$ cat src/rtl/div16u_seq.sv
// div16u_seq: sequential unsigned restoring divider, one quotient bit per clock.
// Divides a 2W-bit product O by a W-bit operand B, returning quotient A and
// remainder R, with divide-by-zero (dz) and quotient-overflow (ovf) flags.
// Ports:
//   clk, rst          clock, asynchronous active-high reset
//   in_valid/in_ready input handshake carrying O (2W bits) and B (W bits)
//   out_valid/out_ready output handshake carrying A, R, dz, ovf (all registered)
module div16u_seq #(
  parameter int unsigned W = 8
) (
  input  logic             clk,
  input  logic             rst,
  input  logic             in_valid,
  output logic             in_ready,
  input  logic [2*W-1:0]   O,
  input  logic [W-1:0]     B,
  output logic             out_valid,
  input  logic             out_ready,
  output logic [W-1:0]     A,
  output logic [W-1:0]     R,
  output logic             dz,
  output logic             ovf
);

  localparam int unsigned CW = $clog2(W + 1);

  typedef enum logic [1:0] {
    S_IDLE = 2'd0,
    S_CALC = 2'd1,
    S_DONE = 2'd2
  } state_t;

  state_t          r_state;
  logic [CW-1:0]   r_count;
  logic [W-1:0]    r_rem;
  logic [W-1:0]    r_q;
  logic [W-1:0]    r_b;

  logic [W:0]      w_t;
  logic            w_ge;
  logic [W-1:0]    w_rem_sub;
  logic [W-1:0]    w_rem_next;
  logic [W-1:0]    w_q_next;
  logic            w_last;

  // One restoring step: shift the next dividend bit into the partial remainder.
  // Since rem < B always holds, t - B fits in W bits whenever t >= B.
  assign w_t        = {r_rem, r_q[W-1]};
  assign w_ge       = (w_t >= {1'b0, r_b});
  assign w_rem_sub  = W'(w_t - {1'b0, r_b});
  assign w_rem_next = w_ge ? w_rem_sub : w_t[W-1:0];
  assign w_q_next   = {r_q[W-2:0], w_ge};
  assign w_last     = (r_count == CW'(W - 1));

  // Control FSM and datapath registers.
  always_ff @(posedge clk or posedge rst) begin
    if (rst) begin
      r_state   <= S_IDLE;
      r_count   <= '0;
      r_rem     <= '0;
      r_q       <= '0;
      r_b       <= '0;
      in_ready  <= 1'b1;
      out_valid <= 1'b0;
      A         <= '0;
      R         <= '0;
      dz        <= 1'b0;
      ovf       <= 1'b0;
    end else begin
      case (r_state)
        S_IDLE: begin
          if (in_valid) begin
            r_b      <= B;
            r_rem    <= O[2*W-1:W];
            r_q      <= O[W-1:0];
            r_count  <= '0;
            in_ready <= 1'b0;
            if (B == '0) begin
              A         <= '1;
              R         <= '0;
              dz        <= 1'b1;
              ovf       <= 1'b0;
              out_valid <= 1'b1;
              r_state   <= S_DONE;
            end else if (O[2*W-1:W] >= B) begin
              // Upper half already >= B: quotient cannot fit in W bits.
              A         <= '1;
              R         <= '0;
              dz        <= 1'b0;
              ovf       <= 1'b1;
              out_valid <= 1'b1;
              r_state   <= S_DONE;
            end else begin
              dz      <= 1'b0;
              ovf     <= 1'b0;
              r_state <= S_CALC;
            end
          end
        end

        S_CALC: begin
          r_rem   <= w_rem_next;
          r_q     <= w_q_next;
          r_count <= r_count + CW'(1);
          if (w_last) begin
            A         <= w_q_next;
            R         <= w_rem_next;
            out_valid <= 1'b1;
            r_state   <= S_DONE;
          end
        end

        S_DONE: begin
          // Result held until the consumer takes it.
          if (out_ready) begin
            out_valid <= 1'b0;
            in_ready  <= 1'b1;
            r_state   <= S_IDLE;
          end
        end

        default: begin
          out_valid <= 1'b0;
          in_ready  <= 1'b1;
          r_state   <= S_IDLE;
        end
      endcase
    end
  end

endmodule

$ cat config.mk
export PLATFORM = sky130hd
export DESIGN_NAME = div16u_seq
export DESIGN_NICKNAME = d
export VERILOG_FILES = /design/src/rtl/div16u_seq.sv
export SDC_FILE = /design/constraint.sdc
export NUM_CORES = 1
export LEC_CHECK = 0
export ABC_AREA = 1
export BUFFER_PORTS_ARGS = -buffer_cell sky130_fd_sc_hd__buf_4
export CAP_MARGIN = 20
export CORE_MARGIN = 2
export CORE_UTILIZATION = 60
export DETAILED_ROUTE_END_ITERATION = 12
export GPL_TIMING_DRIVEN = 0
export HOLD_SLACK_MARGIN = 0.08
export PLACE_DENSITY = 0.84
export SETUP_SLACK_MARGIN = 0.05
export SLEW_MARGIN = 20
export SYNTH_ARGS = -nofsm -noshare
export SYNTH_HDL_FRONTEND = slang
export SYNTH_SLANG_ARGS = --single-unit
$ cat constraint.sdc
create_clock -name clk -period 5.1 [get_ports clk]
set_clock_uncertainty 0.1 [all_clocks]
set_input_delay 0.765 -clock clk [delete_from_list [all_inputs] [get_ports clk]]
set_output_delay 0.765 -clock clk [all_outputs]
set_load 0.05 [all_outputs]
### Yosys cells after proc, flatten, opt, wreduce, memory -nomap -nowiden

Index checks and enable logic that the tools add are counted.

| word-level totals | value |
|---|---|
| register bits after elaboration | 50 |

| operators by class | value |
|---|---|
| muxes and demuxes | 35 |
| $add $sub $neg | 2 |
| magnitude comparators | 2 |
| equal/unequal tests | 7 |
| reductions and logical operators | 9 |
| bitwise logic cells | 1 |

Operators with widths:

| cell | count |
|---|---|
| two-way mux 8 bit | 11 |
| one-hot mux 8 bit (2 select lines) | 4 |
| two-way mux 1 bit | 10 |
| two-way mux 2 bit | 5 |
| >= comparator 9 x 8 -> 1 bit | 1 |
| >= comparator 8 bit | 1 |
| zero test 8 bit | 1 |
| one-hot mux 4 bit (2 select lines) | 1 |
| AND reduction 4 bit | 2 |
| subtractor 8 bit | 1 |
| != test 2 bit (second input constant) | 3 |
| one-hot mux 1 bit (3 select lines) | 2 |
| one-hot mux 2 bit (3 select lines) | 1 |
| AND reduction 3 bit | 2 |
| adder 4 x 1 -> 4 bit (second input constant) | 1 |
| equality test 4 x 3 -> 1 bit (second input constant) | 1 |
| two-way mux 4 bit | 1 |
| AND reduction 2 bit | 2 |
| != test 3 bit (second input constant) | 1 |
| equality test 2 x 1 -> 1 bit (second input constant) | 1 |
| equality test 2 bit (second input constant) | 1 |
| zero test 2 bit | 1 |
| nonzero test 2 bit | 1 |
| NOT 1 bit | 1 |

### Longest topological paths before layout

Gate-level depths: netlist of the first run.

| logic depth | value |
|---|---|
| word-level depth | 5 |
| mapped depth | 14 |
| gate-level depth less buffers | 14 |

### Worst setup path before layout of the first run

OpenSTA, ideal clock, no wires.

| path | value |
|---|---|
| kind | input to register |
| start | input port B[7] |
| end | register R[3] |
| arrival | 1.936 ns |
| slack | 2.946 ns |
| setup time | 0.118 ns |
| data required time | 4.882 ns |
| cell stages on the path | 12 |
| path buffers | 1 |
| cell sequence | inv_1 -> ha_1 -> nand2_1 -> inv_1 -> nor2_1 -> o21a_1 -> nand3_1 -> nand2_4 -> inv_2 -> buf_6 -> nand3_1 -> nand2_1 |

| on the way | value |
|---|---|
| word-level cells in the longest chain between the ends | 4 |
| elaborated cells on any way between the ends | 7 |
| those cells by class | 1 x order compare; 1 x eq/ne; 3 x mux; 2 x reduce/logical |

RTL lines:

| element | RTL line | RTL |
|---|---|---|
| start: declaration | 16 | `input logic [W-1:0] B,` |
| branches (longest 4 deep; another with >= comparator 8 bit) | - |  |
| end signal: assignment | 107 | `R <= w_rem_next;` |
| end: declaration | 20 | `output logic [W-1:0] R,` |

Several ways; the timed one is not identified. The select of a mux whose other input is x is not followed.
A chain may end at the register's enable or synchronous reset.

### Worst setup path in the final report of the first run

| path | value |
|---|---|
| start | register r_rem[5] |
| end | register r_rem[3] |

| on the way | value |
|---|---|
| word-level cells in the longest chain between the ends | 3 |

RTL lines:

| element | RTL line | RTL |
|---|---|---|
| start: declaration | 35 | `logic [W-1:0] r_rem;` |
| start signal: assignment | 74 | `r_rem <= O[2*W-1:W];` |
| start signal: assignment | 102 | `r_rem <= w_rem_next;` |
| >= comparator 9 x 8 -> 1 bit | 49 | `assign w_ge = (w_t >= {1'b0, r_b});` |
| two-way mux 8 bit | 51 | `assign w_rem_next = w_ge ? w_rem_sub : w_t[W-1:0];` |
| one-hot mux 8 bit (2 select lines) | 70 | `case (r_state)` |

No other way between the ends.

==> impl_summary.log, run 1 <==
INFO  metric drc_violations_left = 0
INFO  metric die-width = 73.8 um
INFO  metric total_negative_slack = 0 ps
INFO  metric synth_warnings = 0
INFO  metric postCtsHoldBufs = 0
INFO  metric worstSetupEndpointType = flip-flop
INFO  metric design.portCount = 48
INFO  metric dp.cells = 490
INFO  metric routed_via_density = 5.34
INFO  metric drt_iter0_markers = 189
INFO  metric synth_enable_flop_cells = 0
INFO  metric crit_path_max_fanout = 7
INFO  metric post-synth-top-count-cell = sky130_fd_sc_hd__nand2_1
INFO  metric number_of_port_buffers = 47
INFO  metric globalplace.congestion = 0.922
INFO  metric antenna_found_initial = 0
INFO  metric tritoncts = done
INFO  metric grt_pass1_vias = 2533
INFO  metric report.final.slew_viol_count = 0
INFO  metric die_area = 0.00544 sq mm
INFO  metric post_synth_most_frequent_cells = sky130_fd_sc_hd__nand2_1 (140), sky130_fd_sc_hd__dfrtp_1 (49), sky130_fd_sc_hd__inv_1 (49)
INFO  metric max-clock-path-buffers = 2
INFO  metric worst_slew_margin_rel = 63.7%
INFO  metric leading_post_synthesis_cells_by_cell_area = sky130_fd_sc_hd__dfrtp_1 (42%), sky130_fd_sc_hd__nand2_1 (18%), sky130_fd_sc_hd__ha_1 (7.3%)
INFO  metric syn-num-nets = 434
INFO  metric detailedRoute.firstPassIterationCount = 5
INFO  metric gr-usage-met2 = 42.8%
INFO  metric synth_area = 0.00292 sq mm
INFO  metric final.hold.worst_slack = 377 ps
INFO  metric route.detailed.wl_per_inst = 13.7 um
INFO  metric crit_path_time_final = 2200 ps
INFO  metric use_met1 = 37.1%
INFO  metric initial_utilization = 62.2%
INFO  metric cts_made_buffers = 5
INFO  metric grt_start_max_net_pins = 29
INFO  metric run_status = complete, no violations
INFO  metric worst_setup_hold_path_clk_slew = 90 ps
INFO  metric seq_total_area_yosys = 42.9%
INFO  metric postSynthCellCount = 388
INFO  metric final.period_utilization = 43.1%
INFO  metric cts.repair.resized = 0
INFO  metric grt_overflow = 0
INFO  metric hold_class = input port to asynchronous set/reset pin
INFO  metric clock_tree.htree_level_count = 2
INFO  metric asyncSetResetFlopFracSynth = 100%
INFO  metric grt_usage = 27.0%
INFO  metric ant_nets = 0
INFO  metric gr-usage-met3 = 4.12%
INFO  metric fillers = 366
INFO  metric grt_setup_unrepaired = false
INFO  metric n_antenna_cell = 0
INFO  metric num-nets-final = 489
INFO  metric hpwl = 5.24 mm
INFO  metric yosys_most_used_dff = sky130_fd_sc_hd__dfrtp_1
INFO  metric layout-drive-gt1-share = 17.1%
INFO  metric cts_post_setup_buffers_inserted = 0
INFO  metric layout_area_overhead = 19.2%
INFO  metric vias = 2661
INFO  metric timing.critical_path.from_type = flip-flop
INFO  metric timing_worst_setup_path_type = flip-flop to flip-flop
INFO  metric die_height = 73.8 um
INFO  metric final_hold_viol_count = 0
INFO  metric insertion_delay = 310 ps
INFO  metric clock_sink_count = 50
INFO  metric seqCellArea = 0.00125 sq mm
INFO  metric multi_input_area = 0.00141 sq mm
INFO  metric ys_types = 32
INFO  metric grt_pass1_wl = 11.4 mm
INFO  metric post_detailed_routing_wire_length = 6.82 mm
INFO  metric post-synth-top-area-cell = sky130_fd_sc_hd__dfrtp_1
INFO  metric avg_synthesized_cell_area = 7.52 sq um
INFO  metric setup_viol_count_final = 0
INFO  metric post_route_core_utilization = 74.2%
INFO  metric maxClockFrequency = 0.455 GHz
INFO  metric tightest_slew = 543 ps
INFO  metric synth.ff_latch_count = 50
INFO  metric cp_data_required_time = 5250 ps
INFO  metric row_count = 25
INFO  metric globalRoute.busiestLayer = met2
INFO  metric placeableCoreArea = 0.00469 sq mm
INFO  metric instances_no_fill = 498
INFO  metric crit_arrival = 2350 ps
INFO  metric yosys.area.top_type_share = 42.0%
INFO  metric clock_tree.root_cell = sky130_fd_sc_hd__clkbuf_8
INFO  metric cap_viol_max_count = 0
==> per-stage QoR <==
step / cell area [sq um] / worst slack (ps)
after detailed placement: 3360 / 2630
after floorplan: 2920 / 2950
after CTS: 3480 / 2910
after global routing: 3480 / 2710
final: 3480 / 2900
after global placement: 3340 / 2420
==> worst paths after layout <==
path | start | end | slack [ps] | cells after the start
worst max register to register | r_rem[5] | r_rem[3] | 2900 | 10
worst max-delay path | r_rem[5] | r_rem[3] | 2900 | 10
worst min-delay path | rst | out_valid | 380 | 2
worst min register to register | A[1] | A[1] | 390 | 2
max in group asynchronous | rst | R[3] | 4010 | 3
min in group clk | A[1] | A[1] | 390 | 2
==> flip-flops by register name, indices dropped and copies added (netlist names) <==
name / cells
r_b: 8
r_count: 4
r_rem: 8
in_ready: 1
dz: 1
out_valid: 1
r_q: 8
A: 8
R: 8
r_state: 2
ovf: 1
==> kinds of logic after synthesis <==
group,after synthesis,synth area share [%]
AOI/OAI and AO/OA,45,9.30
xor gates and xnor gates,3,0.900
adders and majority gates,18,7.97
buffers and inverters,63,8.74
DFF,50,42.9
and+or+nand+nor,209,30.2
==> per-layer routing <==
metal / up-vias / wire length (um)
met4: 0 / 99
met3: 8 / 373
met2: 87 / 3140
li1: 1351 / -
met5: - / 0
met1: 1215 / 3200
==> final cells by class <==
type | count | area share, %
Multi-Input combinational cell | 275 | 40.5
Sequential cell | 50 | 36.0
Timing Repair Buffer | 48 | 10.7
Inverter | 53 | 5.72
Clock buffer | 6 | 2.37
Tap cell | 54 | 1.94
Buffer | 10 | 1.62
Clock inverter | 2 | 1.11
==> cell usage in the layout (no fill, tap or decap), drive strengths merged <==
cell,instances
a32o,2
buf,55
dfstp,1
o21a,2
xor2,3
nor2,21
o211ai,1
o31ai,7
a22o,1
nand4,7
nand2,142
o21ai,17
bufinv,1
dfrtp,49
nor3,1
fa,1
inv,54
nand3,36
a21oi,15
ha,17
clkbuf,9
or2,2
==> critical path, cell delays in order (launching register included) <==
cell	delay (ps)
sky130_fd_sc_hd__dfrtp_1	410
sky130_fd_sc_hd__ha_1	390
sky130_fd_sc_hd__nand2_1	100
sky130_fd_sc_hd__nand2_1	90
sky130_fd_sc_hd__nand2_1	70
sky130_fd_sc_hd__nand3_1	60
sky130_fd_sc_hd__nor2_1	440
sky130_fd_sc_hd__nand3_1	140
sky130_fd_sc_hd__nand2_1	160
sky130_fd_sc_hd__nand2_1	90
sky130_fd_sc_hd__nand3_1	90
Power of run 1 is left out: the tool's default activity adds up to more than one toggle a clock period on the data nets, which glitch-free logic cannot reach.
==> inputs of run 2 (changes only) <==
- CORE_UTILIZATION: 60 -> 51
- PLACE_DENSITY: 0.84 -> 0.76
- clock period: 5.1 -> 1.95 ns (I/O delays scaled with it)
==> impl_summary.log, run 2 (synthesis gave the netlist of run 1 again) <==
INFO  metric instances_no_fill = 530 (was 498)
INFO  metric num-nets-final = 503 (was 489)
INFO  metric number_of_port_buffers = 47 (unchanged)
INFO  metric final.period_utilization = 101% (was 43.1%)
INFO  metric grt_start_max_net_pins = 32 (was 29)
INFO  metric cts_made_buffers = 5 (unchanged)
INFO  metric clock_tree.root_cell = sky130_fd_sc_hd__clkbuf_8 (unchanged)
INFO  metric clock_tree.htree_level_count = 2 (unchanged)
INFO  metric run_status = finished with violations (was complete, no violations)
INFO  metric n_antenna_cell = 0 (unchanged)
INFO  metric grt_overflow = 0 (unchanged)
INFO  metric cp_data_required_time = 2050 ps (was 5250 ps)
INFO  metric routed_via_density = 5.44 (was 5.34)
INFO  metric design.portCount = 48 (unchanged)
INFO  metric r2r.worst_path.cells = 12 (was 10)
INFO  metric failing_checks = setup timing
INFO  metric worst_hold_startpoint = O[10]
INFO  metric initial_utilization = 53.0% (was 62.2%)
INFO  metric hold_class = input port to flip-flop (was input port to asynchronous set/reset pin)
INFO  metric timing_worst_setup_path_type = flip-flop to flip-flop (unchanged)
INFO  metric vias = 2884 (was 2661)
INFO  metric detailedRoute.firstPassIterationCount = 6 (was 5)
INFO  metric crit_path_max_fanout = 6 (was 7)
INFO  metric drc_violations_left = 0 (unchanged)
INFO  metric layout-drive-gt1-share = 32.5% (was 17.1%)
INFO  metric tritoncts = done (unchanged)
INFO  metric clock_sink_count = 50 (unchanged)
INFO  metric maxClockFrequency = 0.510 GHz (was 0.455 GHz)
INFO  metric postLayoutSetupSlackWorst = -10.1 ps (was 2900 ps)
INFO  metric timing.critical_path.from_type = flip-flop (unchanged)
INFO  metric cap_viol_max_count = 0 (unchanged)
INFO  metric placeableCoreArea = 0.00551 sq mm (was 0.00469 sq mm)
INFO  metric fillers = 421 (was 366)
INFO  metric drt_iter0_markers = 247 (was 189)
INFO  metric row_count = 27 (was 25)
INFO  metric hpwl = 5.33 mm (was 5.24 mm)
INFO  metric detailed_place.area = 0.00338 sq mm (was 0.00336 sq mm)
INFO  metric die_height = 79.7 um (was 73.8 um)
INFO  metric antenna_found_initial = 0 (unchanged)
INFO  metric rr_startpoint = r_rem[1] (was r_rem[5])
INFO  metric worstSetupEndpointType = flip-flop (unchanged)
INFO  metric globalplace.congestion = 0.882 (was 0.922)
INFO  metric final_cell_mix = sky130_fd_sc_hd__nand2_1 (117), sky130_fd_sc_hd__buf_4 (62), sky130_fd_sc_hd__dfrtp_1 (48) (was sky130_fd_sc_hd__nand2_1 (140), sky130_fd_sc_hd__dfrtp_1 (49), sky130_fd_sc_hd__buf_4 (49))
INFO  metric grt_setup_unrepaired = true (was false)
INFO  metric report.final.slew_viol_count = 0 (unchanged)
INFO  metric total_negative_slack = -24.6 ps (was 0 ps)
INFO  metric setup_viol_count_final = 3 (was 0)
INFO  metric ant_nets = 0 (unchanged)
INFO  metric worst_setup_hold_path_clk_slew = 110 ps (was 90 ps)
INFO  metric stdcell_area = 0.00392 sq mm (was 0.00348 sq mm)
INFO  metric route.detailed.wl_per_inst = 14.8 um (was 13.7 um)
INFO  metric max-clock-path-buffers = 2 (unchanged)
INFO  metric tightest_slew = 545 ps (was 543 ps)
INFO  metric grt_pass1_vias = 2680 (was 2533)
INFO  metric endpoint = r_rem[4] (was r_rem[3])
INFO  metric crit_path_start = r_rem[1] (was r_rem[5])
INFO  metric crit_arrival = 2060 ps (was 2350 ps)
INFO  metric grt_usage = 25.6% (was 27.0%)
INFO  metric dp.cells = 508 (was 490)
INFO  metric die_area = 0.00634 sq mm (was 0.00544 sq mm)
INFO  metric grt_pass1_wl = 12.6 mm (was 11.4 mm)
INFO  metric layout_area_overhead = 34.2% (was 19.2%)
INFO  metric die-width = 79.7 um (was 73.8 um)
INFO  metric post_detailed_routing_wire_length = 7.87 mm (was 6.82 mm)
INFO  metric insertion_delay = 320 ps (was 310 ps)
INFO  metric most_frequent_standard_cell_in_the_layout_excluding_fill_and_tap_cells = sky130_fd_sc_hd__nand2_1 (unchanged)
INFO  metric critical_path.reg2reg.endpoint = r_rem[4] (was r_rem[3])
INFO  metric worst_slew_margin_rel = 63.6% (was 63.7%)
INFO  metric regToRegSetupSlack = -10 ps (was 2900 ps)
INFO  metric final_hold_viol_count = 0 (unchanged)
INFO  metric crit_path_time_final = 1960 ps (was 2200 ps)
-- run 2: changes by cell type in the layout (fill, tap and decap cells not counted), sizes merged --
cell,delta
buf,+13
clkinvlp,+1
dlygate4sd3,+1
clkbuf,-1
-- run 2: metrics by stage --
stage | hold slack (ps) | setup WS [ps] | utilization (%)
2_1_floorplan | 325 | 158 | -
3_3_place_gp | 361 | -292 | 61.1
3_5_place_dp | 231 | -169 | 61.4
4_1_cts | 116 | -41.0 | 68.2
5_1_grt | 122 | -95.1 | 71.1
6_report | 111 | -10.1 | 71.1
-- run 2: what timing repair did --
item / in CTS / in global routing
hold buffers: 1 / 0
hold endpoints to repair: 18 / 0
resized for setup: 42 / 40
cloned: 1 / 0
setup buffers: 6 / 7
setup endpoints to repair: 17 / 30
pin swaps: 13 / 25
-- run 2: area by class of cell --
class                   instances  area (sq um)  area share, %
multi-input cells             275          1700           43.4
flip-flops and latches         50          1250           32.0
repair buffers                 63           492           12.6
inverters                      53           206           5.27
well taps                      72          90.1           2.30
clock buffers                   5          68.8           1.76
plain buffers                   9          58.8           1.50
clock inverters                 3          48.8           1.25
-- run 2: worst min path at each step --
| stage | to | slack, ps | cells after the start |
|---|---|---|---|
| after CTS | r_rem[2] | 120 | 3 |
| after global placement | out_valid | 360 | 2 |
| after global routing | r_rem[3] | 120 | 3 |
| after detailed placement | out_valid | 230 | 2 |
| after floorplan | r_rem[1] | 330 | 2 |
| final | r_rem[2] | 110 | 3 |
-- run 2: worst max-delay path, stage by stage, from the launching register on --
cell                      delay [ps]
sky130_fd_sc_hd__dfrtp_1         430
sky130_fd_sc_hd__ha_4            290
sky130_fd_sc_hd__nand2_4          90
sky130_fd_sc_hd__nand2_4          50
sky130_fd_sc_hd__nand2_4          60
sky130_fd_sc_hd__nand2_2          40
sky130_fd_sc_hd__nand2_1          50
sky130_fd_sc_hd__nand4_1         200
sky130_fd_sc_hd__buf_6           230
sky130_fd_sc_hd__nand2_2          60
sky130_fd_sc_hd__nand2_2          80
sky130_fd_sc_hd__nand2_1          70
sky130_fd_sc_hd__nand3_1          80
-- run 2: per-layer routing --
metal / part of all wire [%] / global-route usage, %
met5: 0 / 0
met1: 44 / 36.3
met3: 5.9 / 3.96
met2: 47 / 39.1
met4: 3.0 / 10.5
Power of run 2 is left out for the same reason.
